[src/rtl/flag_branch_if.sv]
// Branch request bus between decode/execute and flag_branch_unit.
// valid/ready: a request transfers on a rising edge where br_valid & br_ready are both 1.
interface flag_branch_if #(
  parameter int ADDR_W = 16,
  parameter int IMM_W  = 9
);
  logic              br_valid;
  logic              br_ready;
  logic [2:0]        br_ccc;
  logic              br_is_reg;
  logic [ADDR_W-1:0] br_pc;
  logic [IMM_W-1:0]  br_imm;
  logic [ADDR_W-1:0] br_reg;

  modport master (
    output br_valid, br_ccc, br_is_reg, br_pc, br_imm, br_reg,
    input  br_ready
  );

  modport slave (
    input  br_valid, br_ccc, br_is_reg, br_pc, br_imm, br_reg,
    output br_ready
  );
endinterface

[src/rtl/flag_branch_unit.sv]
// Z/V/N flag register, conditional branch resolution and registered PC redirect.
// FLAG_BYPASS_EN: resolve a branch that coincides with a flag write using bypassed flags instead of a HOLD cycle.
module flag_branch_unit #(
  parameter int ADDR_W = 16,
  parameter int IMM_W  = 9,
  parameter int CNT_W  = 16
) (
  input  logic              clk,
  input  logic              rst_n,
  input  logic              alu_valid,
  input  logic [2:0]        alu_flags,
  input  logic [2:0]        alu_en,
  flag_branch_if.slave      br,
  input  logic              flush,
  output logic              redirect_valid,
  output logic              redirect_taken,
  output logic [ADDR_W-1:0] redirect_pc,
  output logic [2:0]        flags_q,
  output logic [CNT_W-1:0]  taken_cnt,
  output logic              dbg_state
);

  typedef enum logic {RUN = 1'b0, HOLD = 1'b1} state_t;

  state_t            state;
  logic [2:0]        hold_ccc;
  logic              hold_is_reg;
  logic [ADDR_W-1:0] hold_pc;
  logic [IMM_W-1:0]  hold_imm;
  logic [ADDR_W-1:0] hold_reg;

  logic [2:0]        flags_nxt;
  logic [2:0]        run_flags;
  logic              go_hold;
  logic              br_ready_w;
  logic              accept;
  logic              in_hold;
  logic              do_resolve;

  logic [2:0]        res_ccc;
  logic              res_is_reg;
  logic [ADDR_W-1:0] res_pc;
  logic [IMM_W-1:0]  res_imm;
  logic [ADDR_W-1:0] res_reg;
  logic [2:0]        res_flags;
  logic [ADDR_W-1:0] res_fall;
  logic [ADDR_W-1:0] imm_ext;
  logic [ADDR_W-1:0] res_b_tgt;
  logic              res_taken;
  logic [ADDR_W-1:0] res_target;

  // flags bit2=Z, bit1=V, bit0=N
  function automatic logic cond_true(input logic [2:0] ccc, input logic [2:0] f);
    case (ccc)
      3'b000:  cond_true = ~f[2];
      3'b001:  cond_true = f[2];
      3'b010:  cond_true = ~f[2] & ~f[0];
      3'b011:  cond_true = f[0];
      3'b100:  cond_true = f[2] | ~f[0];
      3'b101:  cond_true = f[0] | f[2];
      3'b110:  cond_true = f[1];
      default: cond_true = 1'b1;
    endcase
  endfunction

  assign flags_nxt = alu_valid ? ((alu_en & alu_flags) | (~alu_en & flags_q)) : flags_q;

`ifdef FLAG_BYPASS_EN
  assign go_hold   = 1'b0;
  assign run_flags = flags_nxt;
`else
  logic flag_wr;
  assign flag_wr   = alu_valid & (|alu_en);
  assign go_hold   = flag_wr;
  assign run_flags = flags_q;
`endif

  assign in_hold     = (state == HOLD);
  assign br_ready_w  = ~in_hold & ~flush;
  assign br.br_ready = br_ready_w;
  assign accept      = br.br_valid & br_ready_w;
  assign do_resolve  = in_hold ? ~flush : (accept & ~go_hold);
  assign dbg_state   = state;

  // In HOLD the captured request is resolved against the flags written last cycle.
  assign res_ccc    = in_hold ? hold_ccc    : br.br_ccc;
  assign res_is_reg = in_hold ? hold_is_reg : br.br_is_reg;
  assign res_pc     = in_hold ? hold_pc     : br.br_pc;
  assign res_imm    = in_hold ? hold_imm    : br.br_imm;
  assign res_reg    = in_hold ? hold_reg    : br.br_reg;
  assign res_flags  = in_hold ? flags_q     : run_flags;

  assign res_fall   = res_pc + ADDR_W'(2);
  assign imm_ext    = {{(ADDR_W-IMM_W){res_imm[IMM_W-1]}}, res_imm};
  assign res_b_tgt  = res_fall + {imm_ext[ADDR_W-2:0], 1'b0};
  assign res_taken  = cond_true(res_ccc, res_flags);
  assign res_target = !res_taken ? res_fall : (res_is_reg ? res_reg : res_b_tgt);

  always_ff @(posedge clk or negedge rst_n) begin
    if (!rst_n) begin
      state          <= RUN;
      flags_q        <= 3'b000;
      redirect_valid <= 1'b0;
      redirect_taken <= 1'b0;
      redirect_pc    <= '0;
      taken_cnt      <= '0;
      hold_ccc       <= 3'b000;
      hold_is_reg    <= 1'b0;
      hold_pc        <= '0;
      hold_imm       <= '0;
      hold_reg       <= '0;
    end else begin
      flags_q        <= flags_nxt;
      redirect_valid <= do_resolve;
      if (do_resolve) begin
        redirect_taken <= res_taken;
        redirect_pc    <= res_target;
        if (res_taken && (taken_cnt != {CNT_W{1'b1}}))
          taken_cnt <= taken_cnt + CNT_W'(1);
      end
      case (state)
        RUN: begin
          if (accept && go_hold) begin
            hold_ccc    <= br.br_ccc;
            hold_is_reg <= br.br_is_reg;
            hold_pc     <= br.br_pc;
            hold_imm    <= br.br_imm;
            hold_reg    <= br.br_reg;
            state       <= HOLD;
          end
        end
        default: state <= RUN;
      endcase
    end
  end

endmodule

[src/flat_wrapper.sv]
// flat-port wrapper written by rule: the top's interface ports become plain ports
module flag_branch_unit_flat 
#(
  parameter int ADDR_W = 16,
  parameter int IMM_W  = 9,
  parameter int CNT_W  = 16
)
  (clk, rst_n, alu_valid, alu_flags, alu_en, flush, redirect_valid, redirect_taken, redirect_pc, flags_q, taken_cnt, dbg_state, br_br_valid, br_br_ccc, br_br_is_reg, br_br_pc, br_br_imm, br_br_reg, br_br_ready);
  flag_branch_if #(.ADDR_W(ADDR_W), .IMM_W(IMM_W)) br_i ();
  input  logic clk;
  input  logic rst_n;
  input  logic alu_valid;
  input  logic [2:0] alu_flags;
  input  logic [2:0] alu_en;
  input  logic flush;
  output logic redirect_valid;
  output logic redirect_taken;
  output logic [ADDR_W-1:0] redirect_pc;
  output logic [2:0] flags_q;
  output logic [CNT_W-1:0] taken_cnt;
  output logic dbg_state;
  input wire logic [$bits(br_i.br_valid)-1:0] br_br_valid;
  input wire logic [$bits(br_i.br_ccc)-1:0] br_br_ccc;
  input wire logic [$bits(br_i.br_is_reg)-1:0] br_br_is_reg;
  input wire logic [$bits(br_i.br_pc)-1:0] br_br_pc;
  input wire logic [$bits(br_i.br_imm)-1:0] br_br_imm;
  input wire logic [$bits(br_i.br_reg)-1:0] br_br_reg;
  output wire logic [$bits(br_i.br_ready)-1:0] br_br_ready;
  assign br_i.br_valid = br_br_valid;
  assign br_i.br_ccc = br_br_ccc;
  assign br_i.br_is_reg = br_br_is_reg;
  assign br_i.br_pc = br_br_pc;
  assign br_i.br_imm = br_br_imm;
  assign br_i.br_reg = br_br_reg;
  assign br_br_ready = br_i.br_ready;
  flag_branch_unit #(.ADDR_W(ADDR_W), .IMM_W(IMM_W), .CNT_W(CNT_W)) u_core (.clk(clk), .rst_n(rst_n), .alu_valid(alu_valid), .alu_flags(alu_flags), .alu_en(alu_en), .br(br_i), .flush(flush), .redirect_valid(redirect_valid), .redirect_taken(redirect_taken), .redirect_pc(redirect_pc), .flags_q(flags_q), .taken_cnt(taken_cnt), .dbg_state(dbg_state));
endmodule
[config.mk]
export PLATFORM = sky130hd
export DESIGN_NAME = flag_branch_unit_flat
export DESIGN_NICKNAME = d
export VERILOG_FILES = /design/src/rtl/flag_branch_if.sv /design/src/rtl/flag_branch_unit.sv /design/src/flat_wrapper.sv
export SDC_FILE = /design/constraint.sdc
export NUM_CORES = 1
export LEC_CHECK = 0
export BUFFER_PORTS_ARGS = -buffer_cell sky130_fd_sc_hd__buf_2
export CAP_MARGIN = 10
export CORE_MARGIN = 8
export CORE_UTILIZATION = 45
export DETAILED_ROUTE_END_ITERATION = 10
export GPL_TIMING_DRIVEN = 0
export HOLD_SLACK_MARGIN = 0.06
export PLACE_DENSITY = 0.69
export SETUP_SLACK_MARGIN = 0.15
export SYNTH_ARGS = -nofsm -noshare
export SYNTH_HDL_FRONTEND = slang
export SYNTH_SLANG_ARGS = --single-unit
export TNS_END_PERCENT = 50
[constraint.sdc]
create_clock -name clk -period 4.2 [get_ports clk]
set_input_delay 0.42 -clock clk [delete_from_list [all_inputs] [get_ports clk]]
set_output_delay 0.42 -clock clk [all_outputs]
set_load 0.01 [all_outputs]
# Word-level counts from Yosys, hierarchy flattened
# Cells that the tools add are included.
word_totals:
  reg_bits: 83
  wordCells: 54
  out_inout_bits: 39
classes:
  muxes: 11
  add_sub_neg: 3
  n_reduce_logical: 6
  bitwise_logic: 16
  n_eq_ne: 7
op_table:
  columns: ["cell", "count"]
  rows:
  - ["16-bit 2-to-1 mux", 4]
  - ["16-bit by 1-bit adder with 16-bit output (second input constant)", 1]
  - ["16-bit adder", 1]
  - ["16-bit by 2-bit adder with 16-bit output (second input constant)", 1]
  - ["16-bit != test (second input constant)", 1]
  - ["3-bit equality test (second input constant)", 3]
  - ["9-bit 2-to-1 mux", 1]
  - ["1-bit one-hot mux with 7 select lines", 1]
  - ["3-bit AND", 2]
  - ["3-bit by 2-bit equality test with 1-bit output (second input constant)", 2]
  - ["1-bit AND", 5]
  - ["1-bit inverter", 5]
  - ["1-bit 2-to-1 mux", 4]
  - ["2-bit AND reduction", 2]
  - ["3-bit by 1-bit equality test with 1-bit output (second input constant)", 1]
  - ["3-bit logical NOT", 1]
  - ["3-bit 2-to-1 mux", 1]
  - ["3-bit inverter", 1]
  - ["3-bit OR", 1]
  - ["3-bit OR reduction", 1]
  - ["1-bit logical AND", 2]
  - ["1-bit OR", 2]

# Longest topological paths before layout
depth:
  word_depth: 6
  mapped_depth: 19

# Worst setup path before layout
# No wires, ideal clock.
synth_path:
  path_type: "flip-flop to flip-flop"
  startpoint: "reg u_core.state (netlist: u_core.dbg_state)"
  endpoint: "reg u_core.redirect_pc[12]"
  arrival_time_ps: 3852
  setup_time_ps: 131
  required_time_ps: 4069
  path_slack_ps: 217
  period_less_slack_ps: 3983
  path_stages_with_launch: 18
  cell_sequence: "dfrtp_1 buf_6 buf_2 buf_2 buf_1 mux2_2 ha_1 nand4b_1 a22oi_1 xnor2_1 ha_1 a21o_1 a21o_1 a21oi_1 o21ai_0 nor4b_1 nor4_1 o21ai_0"
synth_between:
  elab_chain_len: 5
  word_cells_on_any_way: 22
  classes_between: "add/sub: 2; eq/ne: 6; mux: 9; bitwise: 4; reduce/logical: 1"
synth_lines:
  columns: ["element", "line", "rtl"]
  rows:
  - ["start: declaration", "flag_branch_unit.sv:25", "state_t state;"]
  - ["start signal: assignment", "flag_branch_unit.sv:101", "state <= RUN;"]
  - ["start signal: assignment", "flag_branch_unit.sv:129", "state <= HOLD;"]
  - ["start signal: assignment", "flag_branch_unit.sv:132", "default: state <= RUN;"]
  - ["16-bit 2-to-1 mux or 1-bit inverter (tied branches)", null, null]
  - ["16-bit by 2-bit adder with 16-bit output or 1-bit AND (tied branches)", "flag_branch_unit.sv:93, flag_branch_unit.sv:79", null]
  - ["16-bit adder or 1-bit AND (tied branches)", "flag_branch_unit.sv:95, flag_branch_unit.sv:81", null]
  - ["16-bit 2-to-1 mux or 1-bit AND (tied branches)", "flag_branch_unit.sv:97, flag_branch_unit.sv:82", null]
  - ["16-bit 2-to-1 mux or 1-bit 2-to-1 mux (tied branches)", "flag_branch_unit.sv:97, flag_branch_unit.sv:82", null]
  - ["end signal: assignment", "flag_branch_unit.sv:117", "redirect_pc <= res_target;"]
  - ["end: declaration", "flag_branch_unit.sv:17", "output logic [ADDR_W-1:0] redirect_pc,"]
# Several ways; a longest one is shown, not always the timed one.
# A chain may end at the register's enable or synchronous reset.

# Worst setup path in the final report
# Same ends and word-level chain as after synthesis.

==> results.json <==
{
  "routed_wl_mm": 15.3,
  "grt_max_degree": 48,
  "wl_per_cell_um": 17.8,
  "gp_congestion": 0.892,
  "hold_class": "in2reg",
  "p_switching_uw": 911,
  "multi_input_area_mm2": 0.00316,
  "netlist_area_mm2": 0.00530,
  "top_layer": "met4",
  "cts_tree": "done",
  "final_max_slew_viol_count": 0,
  "seq_area_frac_synth_pct": 39.2,
  "seqCellArea_mm2": 0.00208,
  "synthArstFlopShare_pct": 100,
  "met2_wirelength_mm": 7.34,
  "critical_path_class": "reg2reg",
  "worstPathArrival_ns": 4.11,
  "rsz0062_at_grt": "no",
  "switching_share_pct": 33.4,
  "ys_ff_latch": 83,
  "htreeDepth": 3,
  "first_iter_violations": 246,
  "start_kind": "flop",
  "gr-total-overflow": 0,
  "yosys_warnings": 0,
  "grt_pass1_wl_mm": 24.8,
  "clockPowerShare_pct": 30.2,
  "synth_largest_area_cell": "dfrtp_1",
  "layout-drive-gt1-share_pct": 25.6,
  "synth_top_area_share_pct": 39.2,
  "clock.fmax_mhz": 257,
  "synth_nets": 672,
  "p_seq_share_pct": 39.9,
  "dieArea_mm2": 0.0155,
  "diodes": 0,
  "combPwrFrac_pct": 29.8,
  "ant_nets": 0,
  "wl_met3_um": 717,
  "fillCellCount": 1003,
  "initial_core_util_pct": 46.2,
  "setup_viol": 0,
  "endpoint_kind": "flop",
  "clkSinkCount": 83,
  "numCtsBuffers": 9,
  "antenna_found_initial": 0,
  "syn2layout_area_growth_pct": 23.2,
  "leakage_nw": 3.14,
  "final.setup.tns_ns": 0,
  "syn_inst": 596,
  "drcViolationCount": 0,
  "viasPerCell": 5.47,
  "grt_pass1_vias": 4760,
  "synth-edff-count": 0,
  "die_x_um": 124,
  "worstHoldPathCells": 3,
  "tightest_slew_ns": 0.713,
  "cp.required_ns": 4.42,
  "ioPinCount": 95,
  "placed_area_mm2": 0.00598,
  "p_int_mw": 1.81,
  "ir_drop_v": 0.000261,
  "powerDensity_mw_per_mm2": 418,
  "clk_path_buf_depth": 2,
  "dr.pass1.iters": 4,
  "worstPathMaxFanout": 10,
  "num_rows": 39,
  "max_cap_viol_count": 0,
  "cts.clk_slew.worst_paths_ns": 0.06,
  "portBuffers": 94,
  "outcome": "complete, no violations",
  "clkLatencyLatePin_ns": 0.35,
  "ys.flop_type": "dfrtp_1",
  "finClkSkew_ns": 0.00674,
  "hpwl_mm": 11.4,
  "grt_usage_pct": 19.6,
  "final_area_mm2": 0.00653,
  "cts-root-buf": "clkbuf_16",
  "layout_min_cycle_time_ns": 3.89,
  "synth_cell_type_count": 65,
  "hold_viol_final": 0,
  "synth_commonest_cells": "174 x nand2_1, 83 x dfrtp_1, 29 x mux2i_1, 29 x o21ai_0, 22 x xnor2_1",
  "synth_area_leaders": "dfrtp_1 39%, nand2_1 12%, mux2i_1 5.5%",
  "r2r_cells": 18,
  "met1_length_mm": 6.95,
  "synth_most_common_cell": "nand2_1",
  "die_h_um": 124,
  "vias": 4711,
  "fin_nets": 791,
  "synth_area_per_cell_um2": 8.89,
  "fin_crit_sh_pct": 92.7,
  "relSlewSlack_pct": 52.3,
  "core_area_mm2": 0.0115
}
layout by cell type (no fill, tap or decap), types with 6 or more instances in the layout:
cell and instances:
o21ai_1 8, nand2_1 174, clkbuf_16 9, buf_2 100, xnor2_1 20, nor2_1 19
ha_1 16, xor2_1 15, nand3_1 16, inv_1 6, buf_4 13, a21oi_1 17
and3_1 7, buf_6 7, dfrtp_1 83, nor2b_1 8, clkbuf_1 14, o21ai_0 24
nand4_1 13, mux2i_1 28, mux2_2 13
area by class of cell:
type,count,share of cell area [%]
Sequential cell,83,31.8
Buffer,29,2.78
Tap cell,143,2.74
Inverter,8,0.460
Clock inverter,2,0.537
Multi-Input combinational cell,476,48.4
Timing Repair Buffer,108,9.20
Clock buffer,12,4.08
power by group through the flow:
stage / clock, mW / sequential (mW) / combinational [mW]
CTS: 0.832 / 1.09 / 0.791
floorplan: 0 / 1.11 / 0.464
global placement: 0 / 1.09 / 0.747
finish: 0.823 / 1.09 / 0.813
detailed placement: 0 / 1.10 / 0.762
global route: 0.861 / 1.11 / 0.901
timing repair:
action	CTS	global route
endpoints found under the hold margin	1	0
pin swaps	7	15
hold buffers	1	0
resized for setup	25	13
endpoints found under the setup margin	11	9
setup buffers	2	10
metrics by stage:
step / util, % / power [mW] / hold WS, ns / setup slack, ns / std cells
floorplan: - / 1.57 / 0.124 / 0.217 / 596
global placement: 51.8 / 1.83 / 0.448 / -0.888 / 833
detailed placement: 52.1 / 1.86 / 0.431 / -0.874 / 834
CTS: 55.7 / 2.71 / 0.267 / 0.135 / 851
global route: 56.9 / 2.87 / 0.286 / 0.120 / 861
finish: 56.9 / 2.73 / 0.277 / 0.308 / 861
per-layer routing:
layer | track usage, % | vias to the layer above
li1 | - | 2314
met4 | 8.01 | 0
met3 | 3.96 | 23
met1 | 25.0 | 2262
met2 | 31.7 | 112
met5 | 0 | -
final timing paths:
check | slack [ns] | start | to
max reg2reg | 0.31 | u_core.dbg_state$_DFF_PN0_ | u_core.redirect_pc[12]$_DFFE_PN0P_
min in group asynchronous | 0.62 | rst_n | u_core.redirect_pc[1]$_DFFE_PN0P_
min | 0.28 | br_br_pc[14] | u_core.hold_pc[14]$_DFFE_PN0P_
min reg2reg | 0.47 | u_core.hold_reg[12]$_DFFE_PN0P_ | u_core.hold_reg[12]$_DFFE_PN0P_
max | 0.31 | u_core.dbg_state$_DFF_PN0_ | u_core.redirect_pc[12]$_DFFE_PN0P_
max in group asynchronous | 2.99 | rst_n | u_core.taken_cnt[0]$_DFFE_PN0P_
logic make-up after synthesis:
| family | synth area share (%) |
|---|---|
| multiplexers | 9.31 |
| flip-flops | 39.2 |
| adder cells (fa/ha/maj) | 4.87 |
| buffers and inverters | 3.54 |
| AND/OR/NAND/NOR | 23.2 |
| AO/OA/AOI/OAI | 12.3 |
| XOR/XNOR | 7.63 |
worst max-delay path: stages, from the launching register on:
cell and delay (ns):
dfrtp_1 0.40, buf_6 0.14, buf_6 0.13, buf_8 0.15
buf_6 0.16, mux2_4 0.22, ha_4 0.15, nand4b_1 0.17
a221oi_2 0.38, buf_4 0.17, nand2_1 0.09, xor2_2 0.25
ha_4 0.26, a21oi_2 0.17, o21ai_0 0.16, o211ai_1 0.19
o21ai_1 0.10, nor4_2 0.34, o21ai_1 0.12
No activity file was read; power rests on OpenSTA's default activity.
